`config.mk`:
```
export PLATFORM = sky130hd
export DESIGN_NAME = alu_seq
export DESIGN_NICKNAME = d
export VERILOG_FILES = /design/src/rtl/alu_seq.sv
export SDC_FILE = /design/constraint.sdc
export NUM_CORES = 1
export LEC_CHECK = 0
export ABC_AREA = 0
export CAP_MARGIN = 20
export CORE_ASPECT_RATIO = 0.75
export CORE_MARGIN = 2
export CORE_UTILIZATION = 25
export DETAILED_ROUTE_END_ITERATION = 6
export HOLD_SLACK_MARGIN = 0.05
export PLACE_DENSITY_LB_ADDON = 0.3
export SETUP_SLACK_MARGIN = 0.02
export SLEW_MARGIN = 20
export SYNTH_ARGS = -nofsm -noshare
export SYNTH_HDL_FRONTEND = slang
export SYNTH_SLANG_ARGS = --single-unit
```
`constraint.sdc`:
```
create_clock -name clk -period 2.33 [get_ports clk]
set_input_delay 0.466 -clock clk [delete_from_list [all_inputs] [get_ports clk]]
set_output_delay 0.466 -clock clk [all_outputs]
set_load 0.1 [all_outputs]
```
`src/rtl/alu_seq.sv`:
```
// Handshaked ALU with NZCV flags, logical shifts and an iterative shift-add multiply.
// Result and flags are registered and held until the consumer takes them.
//
// state | meaning
// IDLE  | ready for a new operation
// BUSY  | shift-add multiply in progress, upstream stalled
// DONE  | result/flags valid, waiting for out_ready
module alu_seq #(
  parameter int WIDTH = 4,
  parameter int SHW   = $clog2(WIDTH)
) (
  input  logic             clk,
  input  logic             rst_n,
  input  logic             in_valid,
  output logic             in_ready,
  input  logic [WIDTH-1:0] a,
  input  logic [WIDTH-1:0] b,
  input  logic [2:0]       op,
  output logic             out_valid,
  input  logic             out_ready,
  output logic [WIDTH-1:0] result,
  output logic [3:0]       alu_flags
);

  localparam logic [2:0] OP_ADD = 3'b000;
  localparam logic [2:0] OP_SUB = 3'b001;
  localparam logic [2:0] OP_AND = 3'b010;
  localparam logic [2:0] OP_OR  = 3'b011;
  localparam logic [2:0] OP_XOR = 3'b100;
  localparam logic [2:0] OP_SHL = 3'b101;
  localparam logic [2:0] OP_SHR = 3'b110;
  localparam logic [2:0] OP_MUL = 3'b111;

  typedef enum logic [1:0] {IDLE, BUSY, DONE} state_t;

  state_t             state, state_nxt;
  logic [2*WIDTH-1:0] acc, mcand;
  logic [WIDTH-1:0]   mplier;
  logic [SHW-1:0]     cnt;

  logic               sub;
  logic [WIDTH-1:0]   b_op;
  logic [WIDTH:0]     sum;
  logic [SHW:0]       shamt_x;
  logic               shift_big;
  logic [WIDTH:0]     shl_ext, shr_ext;
  logic [WIDTH-1:0]   alu_res;
  logic               alu_c, alu_v;
  logic [2*WIDTH-1:0] mul_acc_nxt;
  logic [WIDTH-1:0]   mul_res;
  logic               mul_c;
  logic               mul_last;

  assign in_ready  = (state == IDLE);
  assign out_valid = (state == DONE);

  // Single-cycle ops are evaluated straight off the inputs at acceptance.
  always_comb begin
    sub       = (op == OP_SUB);
    b_op      = sub ? ~b : b;
    sum       = {1'b0, a} + {1'b0, b_op} + {{WIDTH{1'b0}}, sub};
    shamt_x   = {1'b0, b[SHW-1:0]};
    shift_big = (shamt_x >= (SHW+1)'(WIDTH));
    // One spare bit on each side captures the last bit shifted out.
    shl_ext   = {1'b0, a} << b[SHW-1:0];
    shr_ext   = {a, 1'b0} >> b[SHW-1:0];
    alu_res   = '0;
    alu_c     = 1'b0;
    alu_v     = 1'b0;
    case (op)
      OP_ADD: begin
        alu_res = sum[WIDTH-1:0];
        alu_c   = sum[WIDTH];
        alu_v   = (a[WIDTH-1] == b[WIDTH-1]) && (sum[WIDTH-1] != a[WIDTH-1]);
      end
      OP_SUB: begin
        alu_res = sum[WIDTH-1:0];
        alu_c   = sum[WIDTH];
        alu_v   = (a[WIDTH-1] != b[WIDTH-1]) && (sum[WIDTH-1] != a[WIDTH-1]);
      end
      OP_AND: alu_res = a & b;
      OP_OR:  alu_res = a | b;
      OP_XOR: alu_res = a ^ b;
      OP_SHL: begin
        if (!shift_big) begin
          alu_res = shl_ext[WIDTH-1:0];
          alu_c   = shl_ext[WIDTH];
        end
      end
      OP_SHR: begin
        if (!shift_big) begin
          alu_res = shr_ext[WIDTH:1];
          alu_c   = shr_ext[0];
        end
      end
      default: ;
    endcase
  end

  always_comb begin
    mul_acc_nxt = mplier[0] ? (acc + mcand) : acc;
    mul_res     = mul_acc_nxt[WIDTH-1:0];
    mul_c       = |mul_acc_nxt[2*WIDTH-1:WIDTH];
    mul_last    = (cnt == SHW'(WIDTH-1));
  end

  always_comb begin
    state_nxt = state;
    case (state)
      IDLE:    if (in_valid) state_nxt = (op == OP_MUL) ? BUSY : DONE;
      BUSY:    if (mul_last) state_nxt = DONE;
      DONE:    if (out_ready) state_nxt = IDLE;
      default: state_nxt = IDLE;
    endcase
  end

  always_ff @(posedge clk or negedge rst_n) begin
    if (!rst_n) begin
      state     <= IDLE;
      acc       <= '0;
      mcand     <= '0;
      mplier    <= '0;
      cnt       <= '0;
      result    <= '0;
      alu_flags <= '0;
    end else begin
      state <= state_nxt;
      case (state)
        IDLE: begin
          if (in_valid) begin
            if (op == OP_MUL) begin
              acc    <= '0;
              mcand  <= {{WIDTH{1'b0}}, a};
              mplier <= b;
              cnt    <= '0;
            end else begin
              result    <= alu_res;
              alu_flags <= {alu_res[WIDTH-1], (alu_res == '0), alu_c, alu_v};
            end
          end
        end
        BUSY: begin
          acc    <= mul_acc_nxt;
          mcand  <= {mcand[2*WIDTH-2:0], 1'b0};
          mplier <= {1'b0, mplier[WIDTH-1:1]};
          cnt    <= cnt + SHW'(1);
          if (mul_last) begin
            result    <= mul_res;
            alu_flags <= {mul_res[WIDTH-1], (mul_res == '0), mul_c, 1'b0};
          end
        end
        default: ;
      endcase
    end
  end

endmodule
```
==> qor.yml, run 1 <==
setup_path:
  crit_required_ps: 2490
  critPathMaxFanout: 2
  ff2ff_path_depth: 8
  cp-end-kind: "register"
  reg2reg_to: "alu_flags[1]"
  worstSetupPathType: "input pin to register"
  worst_ep_arrival_time_ps: 2550
  r2r_slack_ps: 90
  crit_path_start_kind: "input pin"
  r2r_start: "acc[0]"
floorplanning:
  core-area_sq_um: 9196
  die_w_um: 117.1
  initial_core_util_pct: 26.07
  dieArea_sq_um: 10400
  die_y_um: 88.81
  io_pins: 25
  floorplan.rows: 30
min_path:
  worstHoldStart: "mplier[2]"
  holdPathStages: 2
  worstHoldPathType: "register to register"
  holdPathEnd: "mplier[2]"
sta:
  rsz0062_at_grt: "yes"
  final-setup-viol-count: 3
  fin_crit_ps: 2387
  worst_pin_slew_ps: 456.5
  fin_ws_ps: -56.86
  tns_ps: -113.6
  max_freq_ghz: 0.4190
  report.final.slew_viol_count: 0
  hold_violations: 0
  relSlewSlack_pct: 69.57
  finalClockSkew_ps: 6.383
  min_period_over_period_pct: 102.4
global_route:
  antenna_found_initial: 0
  grt_pass1_vias: 2094
  grt_usage_pct: 13.28
  gr-total-overflow: 0
  grt_max_degree: 32
  grt_pass1_wl_um: 10710
detailed_routing:
  wl_um: 6610
  ant_nets: 0
  drtIter0Drc: 155
  wl_per_cell_um: 14.50
  num_vias: 2214
  vias_per_cell: 4.855
  drc: 0
  firstDrtPassIters: 4
synthesis:
  syn_nets: 310
  ys.flop_type: "dfrtp_1"
  synth_cells: 273
  netlist-cell-type-count: 52
  synthArstFlopShare_pct: 100.0
  ys_warn_count: 0
  synth_edf_count: 0
  syn_avg_cell_area_sq_um: 8.781
  ys_ff_latch: 31
  synth_top_cell_area_share_pct: 32.36
  syn_area_sq_um: 2397
  yosysSeqAreaShare_pct: 32.36
  synth_top_area_cell: "dfrtp_1"
  synth_area_leaders: "dfrtp_1 32%, ha_1 10%, o21ai_0 4.6%, nand2_1 4.1%, xnor2_1 4.0%"
clock_network:
  clock_latency_ps: 270
  h-tree-depth: 2
  clock_sinks: 31
  clk_pin_slew_worst_paths_ps: 50
  cts_tree: "done"
  clock_path_buffers: 2
  cts_buffers: 5
  cts_root_buf: "clkbuf_16"
layout:
  layout.nets: 365
  final.fill_count: 929
  antenna_cells: 0
  area_growth_syn_to_layout_pct: 34.19
  drive_gt1_share_pct: 24.09
power_and_ir_drop:
  p_per_area_nw_per_um2: 1057
  p_leak_nw: 1.540
  vdd_drop_max_v: 0.0003528
placed_design:
  preCtsSetupSlack_ps: -756.6
  hpwl_um: 5086
  port_buffers: 24
  gp_congestion: 0.8814
run_status:
  violations: "setup timing"
  status: "finished, violations left"
flow_run:
  max_cap_viol_count: 0
-- report_power, final --
part	switching, mW	total, mW	internal (mW)
registers	0.200	0.952	0.752
logic	1.17	1.82	0.647
clock network	0.213	0.629	0.415
total	1.59	3.40	1.81
-- area by class of cell --
class | count | area (sq um) | share of cell area (%)
timing repair buffer | 65 | 543.0 | 16.88
multi-input combinational | 210 | 1538 | 47.80
clock buffer | 6 | 138.9 | 4.317
sequential | 31 | 775.7 | 24.12
tap | 128 | 160.2 | 4.979
clock inverter | 1 | 5.005 | 0.1556
inverter | 15 | 56.30 | 1.750
-- critical path, cell delays in order --
cell,delay (ps)
buf_8,100
or4b_4,530
a21boi_4,150
fa_1,480
o22a_1,130
o22ai_1,60
a311o_1,310
buf_4,140
a22o_1,180
-- worst max path at each step --
stage          cells after the start            to  start  slack, ps
4_1_cts                            9  alu_flags[2]  op[2]       -230
2_1_floorplan                      9  alu_flags[2]  op[1]       -260
3_5_place_dp                       9  alu_flags[2]   b[0]       -760
3_3_place_gp                       9  alu_flags[2]   b[0]       -760
6_report                           9     result[1]  op[2]        -60
5_1_grt                            9  alu_flags[2]  op[2]       -160
-- timing repair --
action / in CTS / in global routing
hold buffers: 0 / 0
setup buffers: 0 / 1
pin swaps: 8 / 14
resized for setup: 18 / 10
setup endpoints to repair: 7 / 7
-- through the flow --
step	hold WS (ps)	util, %	power (mW)	cell area, sq um	instances
after floorplan	170.4	-	2.275	2434	273
after global placement	465.0	32.94	2.748	3029	448
after global routing	511.9	34.98	3.634	3217	456
after detailed placement	474.0	32.94	2.763	3029	448
after CTS	485.1	34.42	3.422	3166	455
final	479.7	34.98	3.401	3217	456
-- routing by layer --
metal | track usage (%) | up-vias | routed length (um)
li1 | - | 1110 | -
met1 | 19.77 | 1033 | 3313
met2 | 20.28 | 65 | 2872
met3 | 2.123 | 6 | 381
met4 | 2.781 | 0 | 41
met5 | 0 | - | 0
-- flip-flops by register name, indices dropped and copies added (netlist names) --
name,flops
acc,8
alu_flags,3
cnt,2
mcand,8
mplier,4
result,4
state,2
-- synth_stat cells (3+ instances only) --
master / count
xnor2_1: 11
clkbuf_1: 9
nand2_1: 26
o22ai_1: 4
mux2_2: 3
xor2_1: 3
o21ai_0: 22
a22o_1: 9
a32o_1: 4
buf_2: 6
nand4_1: 3
a21oi_1: 18
nor2_1: 19
ha_1: 20
a21o_1: 7
mux2i_1: 5
dfrtp_1: 31
a31oi_1: 3
nor2b_1: 5
inv_1: 14
nand3_1: 7
nor3_1: 4
-- cell usage in the layout (no fill, tap or decap), types with 4 or more instances in the layout --
cell / count
a21o_1: 7
a21oi_1: 18
a22o_1: 9
a32o_1: 4
buf_4: 49
clkbuf_16: 5
clkdlybuf4s50_1: 7
dfrtp_1: 31
ha_1: 20
inv_1: 13
mux2i_1: 5
nand2_1: 26
nand3_1: 7
nor2_1: 18
nor2b_1: 5
nor3_1: 4
o21ai_0: 22
o22ai_1: 4
xnor2_1: 10
-- cells by family (layout without fill, tap and decap cells) --
family,Yosys count,after routing,synth area share [%]
buf+inv,32,87,5.793
flops,31,31,32.36
xor+xnor,14,14,5.115
compound gates,95,95,27.30
mux,8,8,3.497
fa+ha+maj,22,22,12.11
simple gates,71,71,13.83
Note: power is estimated with default switching activity, not from simulation.
==> run 2: changes to the inputs <==
--- a/config.mk
+++ b/config.mk
@@ -18,3 +18,4 @@
 export SYNTH_ARGS = -nofsm -noshare
 export SYNTH_HDL_FRONTEND = slang
 export SYNTH_SLANG_ARGS = --single-unit
+export TNS_END_PERCENT = 30
==> run 2 against run 1 <==
  * Critical path depth is the same
  * Highest routed layer unchanged
  * Routed wire length shrank 2.3%
  * Largest cell class unchanged
  * Setup slack gained 28 ps
  * The flow still finishes with violations (setup timing)
==> qor.yml, run 2 (synthesis results as in run 1) <==
clock_network:
  clock_latency_ps: 280  # about the same
  clock_sinks: 31  # unchanged
  cts_tree: "done"
  cts_root_buf: "clkbuf_16"
  h-tree-depth: 2  # unchanged
  clk_pin_slew_worst_paths_ps: 50  # about the same
  cts_buffers: 5  # unchanged
  clock_path_buffers: 2  # unchanged
placed_design:
  port_buffers: 24  # unchanged
  gp_congestion: 0.8784  # -0.34%
  placed_cells: 446  # -0.45%
  hpwl_um: 4964  # -2.4%
  dpl_cell_area_sq_um: 3014  # -0.50%
power_and_ir_drop:
  p_int_mw: 2.005  # +11%
  switching_power_mw: 1.584  # -0.20%
  vdd_drop_max_v: 0.0004108  # +16%
  p_sw_share_pct: 44.13  # -2.5 points
  power.share.clock_pct: 23.4  # +4.9 points
  p_leak_nw: 1.536  # -0.25%
  seqPwrFrac_pct: 26.4  # -1.6 points
  pwr-share-comb_pct: 50.2  # -3.3 points
  p_per_area_nw_per_um2: 1108  # +4.8%
setup_path:
  critPathMaxFanout: 2  # unchanged
  worst_ep_arrival_time_ps: 2520  # -30 ps
  cp-end-kind: "register"
  crit_path_start_kind: "input pin"
  ff2ff_path_depth: 8  # unchanged
  crit_required_ps: 2490  # about the same
  worstSetupPathType: "input pin to register"
detailed_routing:
  num_vias: 2224  # +0.45%
  ant_nets: 0  # unchanged
  drc: 0  # unchanged
  vias_per_cell: 4.888  # +0.67%
  wl_per_cell_um: 14.19  # -2.1%
  wl_um: 6456  # -2.3%
  drtIter0Drc: 163  # +5.2%
  firstDrtPassIters: 4  # unchanged
floorplanning:
  floorplan.rows: 30  # unchanged
  initial_core_util_pct: 26.07  # unchanged
  core-area_sq_um: 9196  # unchanged
  dieArea_sq_um: 10400  # unchanged
  die_y_um: 88.81  # unchanged
  io_pins: 25  # unchanged
  die_w_um: 117.1  # unchanged
sta:
  min_period_over_period_pct: 101.2  # -1.2 points
  finalClockSkew_ps: 7.000  # +0.6171 ps
  relSlewSlack_pct: 67.79  # -1.8 points
  fin_crit_ps: 2359  # -28.02 ps
  worst_pin_slew_ps: 483.2  # +26.69 ps
  hold_violations: 0  # unchanged
  rsz0062_at_grt: "yes"
  fin_ws_ps: -28.85  # +28.02 ps
  final-setup-viol-count: 3  # unchanged
  report.final.slew_viol_count: 0  # unchanged
  max_freq_ghz: 0.4239  # +1.2%
layout:
  layout.nets: 363  # -0.55%
  final_common_cell: "buf_4"
  area_growth_syn_to_layout_pct: 35.07
  top_regs: "acc: 8 flops, mcand: 8 flops"
  stdcell_area_sq_um: 3238  # +0.66%
  antenna_cells: 0  # unchanged
  drive_gt1_share_pct: 23.55  # -0.54 points
  final_cell_mix: "48 x buf_4, 31 x dfrtp_1, 26 x nand2_1, 21 x o21ai_0, 19 x ha_1"
  final.fill_count: 921  # -0.86%
  stdcell_count: 455  # -0.22%
min_path:
  holdPathStages: 2  # unchanged
  worstHoldPathType: "register to register"
global_route:
  grt_usage_pct: 13.02  # -0.26 points
  grt_pass1_vias: 2123  # +1.4%
  grt_max_degree: 32  # unchanged
  antenna_found_initial: 0  # unchanged
  gr-total-overflow: 0  # unchanged
  grt_pass1_wl_um: 10620  # -0.83%
run_status:
  status: "finished, violations left"
  violations: "setup timing"
flow_run:
  max_cap_viol_count: 0  # unchanged
run 2: through the flow:
| stage | power, mW | setup TNS, ps | util [%] | setup slack (ps) | hold slack (ps) |
|---|---|---|---|---|---|
| 6_report | 3.589 | -75.97 | 35.21 | -28.85 | 480.7 |
| 5_1_grt | 3.828 | -304.1 | 35.21 | -81.13 | 532.6 |
| 4_1_cts | 3.600 | -376.2 | 34.84 | -145.7 | 486.9 |
| 3_5_place_dp | 2.745 | -4168 | 32.78 | -738.8 | 475.3 |
| 3_3_place_gp | 2.722 | -4179 | 32.78 | -761.7 | 467.1 |
| 2_1_floorplan | 2.275 | -537.9 | - | -262.4 | 170.4 |
run 2: timing repair:
item | 4_1_cts | 5_1_grt
pin swaps | 7 | 9
resized for setup | 18 | 8
setup buffers | 1 | 0
hold buffers | 0 | 0
setup endpoints to repair | 7 | 7
cloned | 0 | 0
run 2: critical path, cell delays in order:
cell and delay (ps):
buf_6 90, or4b_4 530, a21boi_4 150, fa_1 480, o22a_1 130, o22ai_1 60, a311o_1 300, buf_4 140
a22o_1 160
run 2: worst paths after layout:
path	start	to	slack, ps
min in group asynchronous	rst_n	alu_flags[2]	590
max in group asynchronous	rst_n	acc[0]	1440
min reg2reg	alu_flags[0]	alu_flags[0]	480
min	alu_flags[0]	alu_flags[0]	480
max reg2reg	acc[0]	alu_flags[1]	30
max	b[0]	result[1]	-30
run 2: layout make-up:
class | instances | area [sq um] | share of cell area (%)
Multi-Input combinational cell | 210 | 1539 | 47.53
Sequential cell | 31 | 775.7 | 23.96
Timing Repair Buffer | 63 | 518.0 | 16.00
Tap cell | 128 | 160.2 | 4.946
Clock buffer | 6 | 128.9 | 3.980
Clock inverter | 2 | 60.06 | 1.855
Inverter | 15 | 56.30 | 1.739
run 2: power groups by stage:
| stage | logic [mW] | registers [mW] | clock network [mW] |
|---|---|---|---|
| 5_1_grt | 1.96 | 0.981 | 0.885 |
| 3_3_place_gp | 1.77 | 0.948 | 0 |
| 6_report | 1.80 | 0.947 | 0.840 |
| 4_1_cts | 1.80 | 0.948 | 0.856 |
| 3_5_place_dp | 1.79 | 0.955 | 0 |
| 2_1_floorplan | 1.01 | 1.27 | 0 |
run 2: per-layer routing:
layer | vias to the layer above | part of all wire, % | wire length, um | GRT usage (%)
met1 | 1049 | 52 | 3376 | 19.14
met5 | - | 0 | 0 | 0
met2 | 68 | 42 | 2705 | 20.44
li1 | 1103 | - | - | -
met3 | 4 | 5.3 | 340 | 2.055
met4 | 0 | 0.53 | 34 | 2.246
==> run 3: changes to the inputs <==
--- a/config.mk
+++ b/config.mk
@@ -13,7 +13,7 @@
 export DETAILED_ROUTE_END_ITERATION = 6
 export HOLD_SLACK_MARGIN = 0.05
 export PLACE_DENSITY_LB_ADDON = 0.3
-export SETUP_SLACK_MARGIN = 0.02
+export SETUP_SLACK_MARGIN = 0.5
 export SLEW_MARGIN = 20
 export SYNTH_ARGS = -nofsm -noshare
 export SYNTH_HDL_FRONTEND = slang
==> run 3 against run 2 <==
  * The flow still finishes with violations (setup timing)
  * Count of clock-buffer cells in the layout grew 2
  * First-iteration DRC count down 15%
  * Die area is the same
  * Clock skew fell by 3.3 ps
  * Critical path depth is the same
  * Power rose by 1.3%
  * Routed wire length grew 5.7%
  * Core utilization up 1.6 points
  * Sequential share of layout area down 1.0 points
  * Cell area increased by 4.6%
  * Via count shrank 0.67%
  * Highest routed layer unchanged
==> qor.yml, run 3 (synthesis results as in run 1) <==
sta:
  rsz0062_at_grt: "yes"
  min_period_over_period_pct: 104.0  # +2.7 points
  relSlewSlack_pct: 69.81  # +2.0 points
  hold_violations: 0  # unchanged
  fin_ws_ps: -92.81  # -63.96 ps
  max_freq_ghz: 0.4127  # -2.6%
  worst_pin_slew_ps: 452.8  # -30.40 ps
  tns_ps: -177.0  # -101.0 ps
  report.final.slew_viol_count: 0  # unchanged
  final-setup-viol-count: 2  # -1
  finalClockSkew_ps: 3.671  # -3.329 ps
  fin_crit_ps: 2423  # +63.96 ps
  whs_ps: 481.9  # +1.166 ps
clock_network:
  clock_path_buffers: 2  # unchanged
  cts_buffers: 5  # unchanged
  cts_tree: "done"
  clock_sinks: 31  # unchanged
  h-tree-depth: 2  # unchanged
  clk_pin_slew_worst_paths_ps: 50  # about the same
  cts_root_buf: "clkbuf_16"
  clock_latency_ps: 270  # about the same
detailed_routing:
  wl_met1_um: 3480  # +3.1%
  drc: 0  # unchanged
  drtIter0Drc: 138  # -15%
  firstDrtPassIters: 4  # unchanged
  wl_um: 6825  # +5.7%
  ant_nets: 0  # unchanged
  vias_per_cell: 4.813  # -1.5%
  wl_met2_um: 3046  # +13%
  num_vias: 2209  # -0.67%
  wl_met3_um: 281  # -17%
  wl_per_cell_um: 14.87  # +4.8%
  routed.top_layer: "met4"
floorplanning:
  core-area_sq_um: 9196  # unchanged
  dieArea_sq_um: 10400  # unchanged
  die_w_um: 117.1  # unchanged
  io_pins: 25  # unchanged
  floorplan.rows: 30  # unchanged
  initial_core_util_pct: 26.07  # unchanged
  die_y_um: 88.81  # unchanged
setup_path:
  r2r_start: "acc[0]"
  reg2reg_to: "alu_flags[1]"
  crit_required_ps: 2540  # +50 ps
  r2r_slack_ps: 190  # +160 ps
  crit_path_start_kind: "input pin"
  cp-end-kind: "register"
  critPathMaxFanout: 2  # unchanged
  worst_ep_arrival_time_ps: 2640  # +120 ps
  worstSetupPathType: "input pin to register"
  crit_path_start: "op[2]"
  ff2ff_path_depth: 8  # unchanged
  worstSetupEndpoint: "alu_flags[2]"
run_status:
  violations: "setup timing"
  status: "finished, violations left"
layout:
  drive_gt1_share_pct: 32.33  # +8.8 points
  final_cell_mix: "46 x buf_4, 30 x dfrtp_1, 26 x nand2_1, 20 x o21ai_0, 17 x nor2_1"
  stdcell_count: 459  # +0.88%
  area_growth_syn_to_layout_pct: 41.28
  layout.nets: 367  # +1.1%
  final.fill_count: 915  # -0.65%
  top_regs: "acc: 8 flops, mcand: 8 flops"
  final_common_cell: "buf_4"
  antenna_cells: 0  # unchanged
power_and_ir_drop:
  p_leak_nw: 1.570  # +2.2%
  power_mw: 3.634  # +1.3%
  p_per_area_nw_per_um2: 1073  # -3.2%
  vdd_drop_max_v: 0.0003704  # -9.8%
placed_design:
  gp_congestion: 0.8938  # +1.8%
  hpwl_um: 5152  # +3.8%
  placed_cells: 449  # +0.67%
  port_buffers: 24  # unchanged
global_route:
  grt_max_degree: 32  # unchanged
  grt_pass1_wl_um: 10940  # +3.1%
  grt_usage_pct: 13.53  # +0.50 points
  grt_pass1_vias: 2161  # +1.8%
  antenna_found_initial: 0  # unchanged
  gr-total-overflow: 0  # unchanged
flow_run:
  max_cap_viol_count: 0  # unchanged
min_path:
  worstHoldPathType: "register to register"
## run 3: metrics by stage
| step | setup WS, ps | util, % | cell area, sq um |
|---|---|---|---|
| after CTS | -215.9 | 35.61 | 3274 |
| after global placement | -744.6 | 33.02 | 3037 |
| after detailed placement | -750.3 | 33.02 | 3037 |
| final | -92.81 | 36.83 | 3387 |
| after floorplan | -258.8 | - | 2434 |
| after global routing | -183.2 | 36.83 | 3387 |
## run 3: cell type report
class	count	area, sq um	share of cell area, %
Multi-Input combinational cell	210	1667	49.21
Timing Repair Buffer	67	570.5	16.85
Sequential cell	31	777.0	22.94
Inverter	15	56.30	1.662
Clock buffer	8	156.4	4.618
Tap cell	128	160.2	4.728
## run 3: power by group
part           switching, mW  internal, mW
combinational           1.22         0.755
sequential             0.225         0.753
clock                  0.223         0.454
total                   1.67          1.96
## run 3: worst min-delay path by stage
stage	slack, ps	to	depth (start not counted)	from
CTS	490	mplier[2]	2	mplier[2]
global placement	470	mplier[2]	2	mplier[2]
global route	510	mplier[2]	2	mplier[2]
finish	480	mplier[2]	2	mplier[2]
detailed placement	470	mplier[2]	2	mplier[2]
floorplan	170	acc[0]	0	rst_n
## run 3: repair_timing
item                                    in CTS  in global routing
gates resized for setup                     47                 21
hold buffers                                 0                  0
cloned                                       0                  0
setup buffers                                1                  1
endpoints found under the setup margin      24                 12
pin swaps                                   30                 30
## run 3: critical path, stage by stage
cell	delay [ps]
buf_6	100
or4b_4	530
a21boi_4	150
fa_2	530
o22a_1	120
o22ai_1	50
a311o_1	310
nor4_2	220
a31o_1	160
## run 3: per-layer routing
metal	global-route usage, %	vias up
li1	-	1111
met1	20.09	1052
met2	20.86	44
met3	2.534	2
met4	1.925	0
met5	0	-
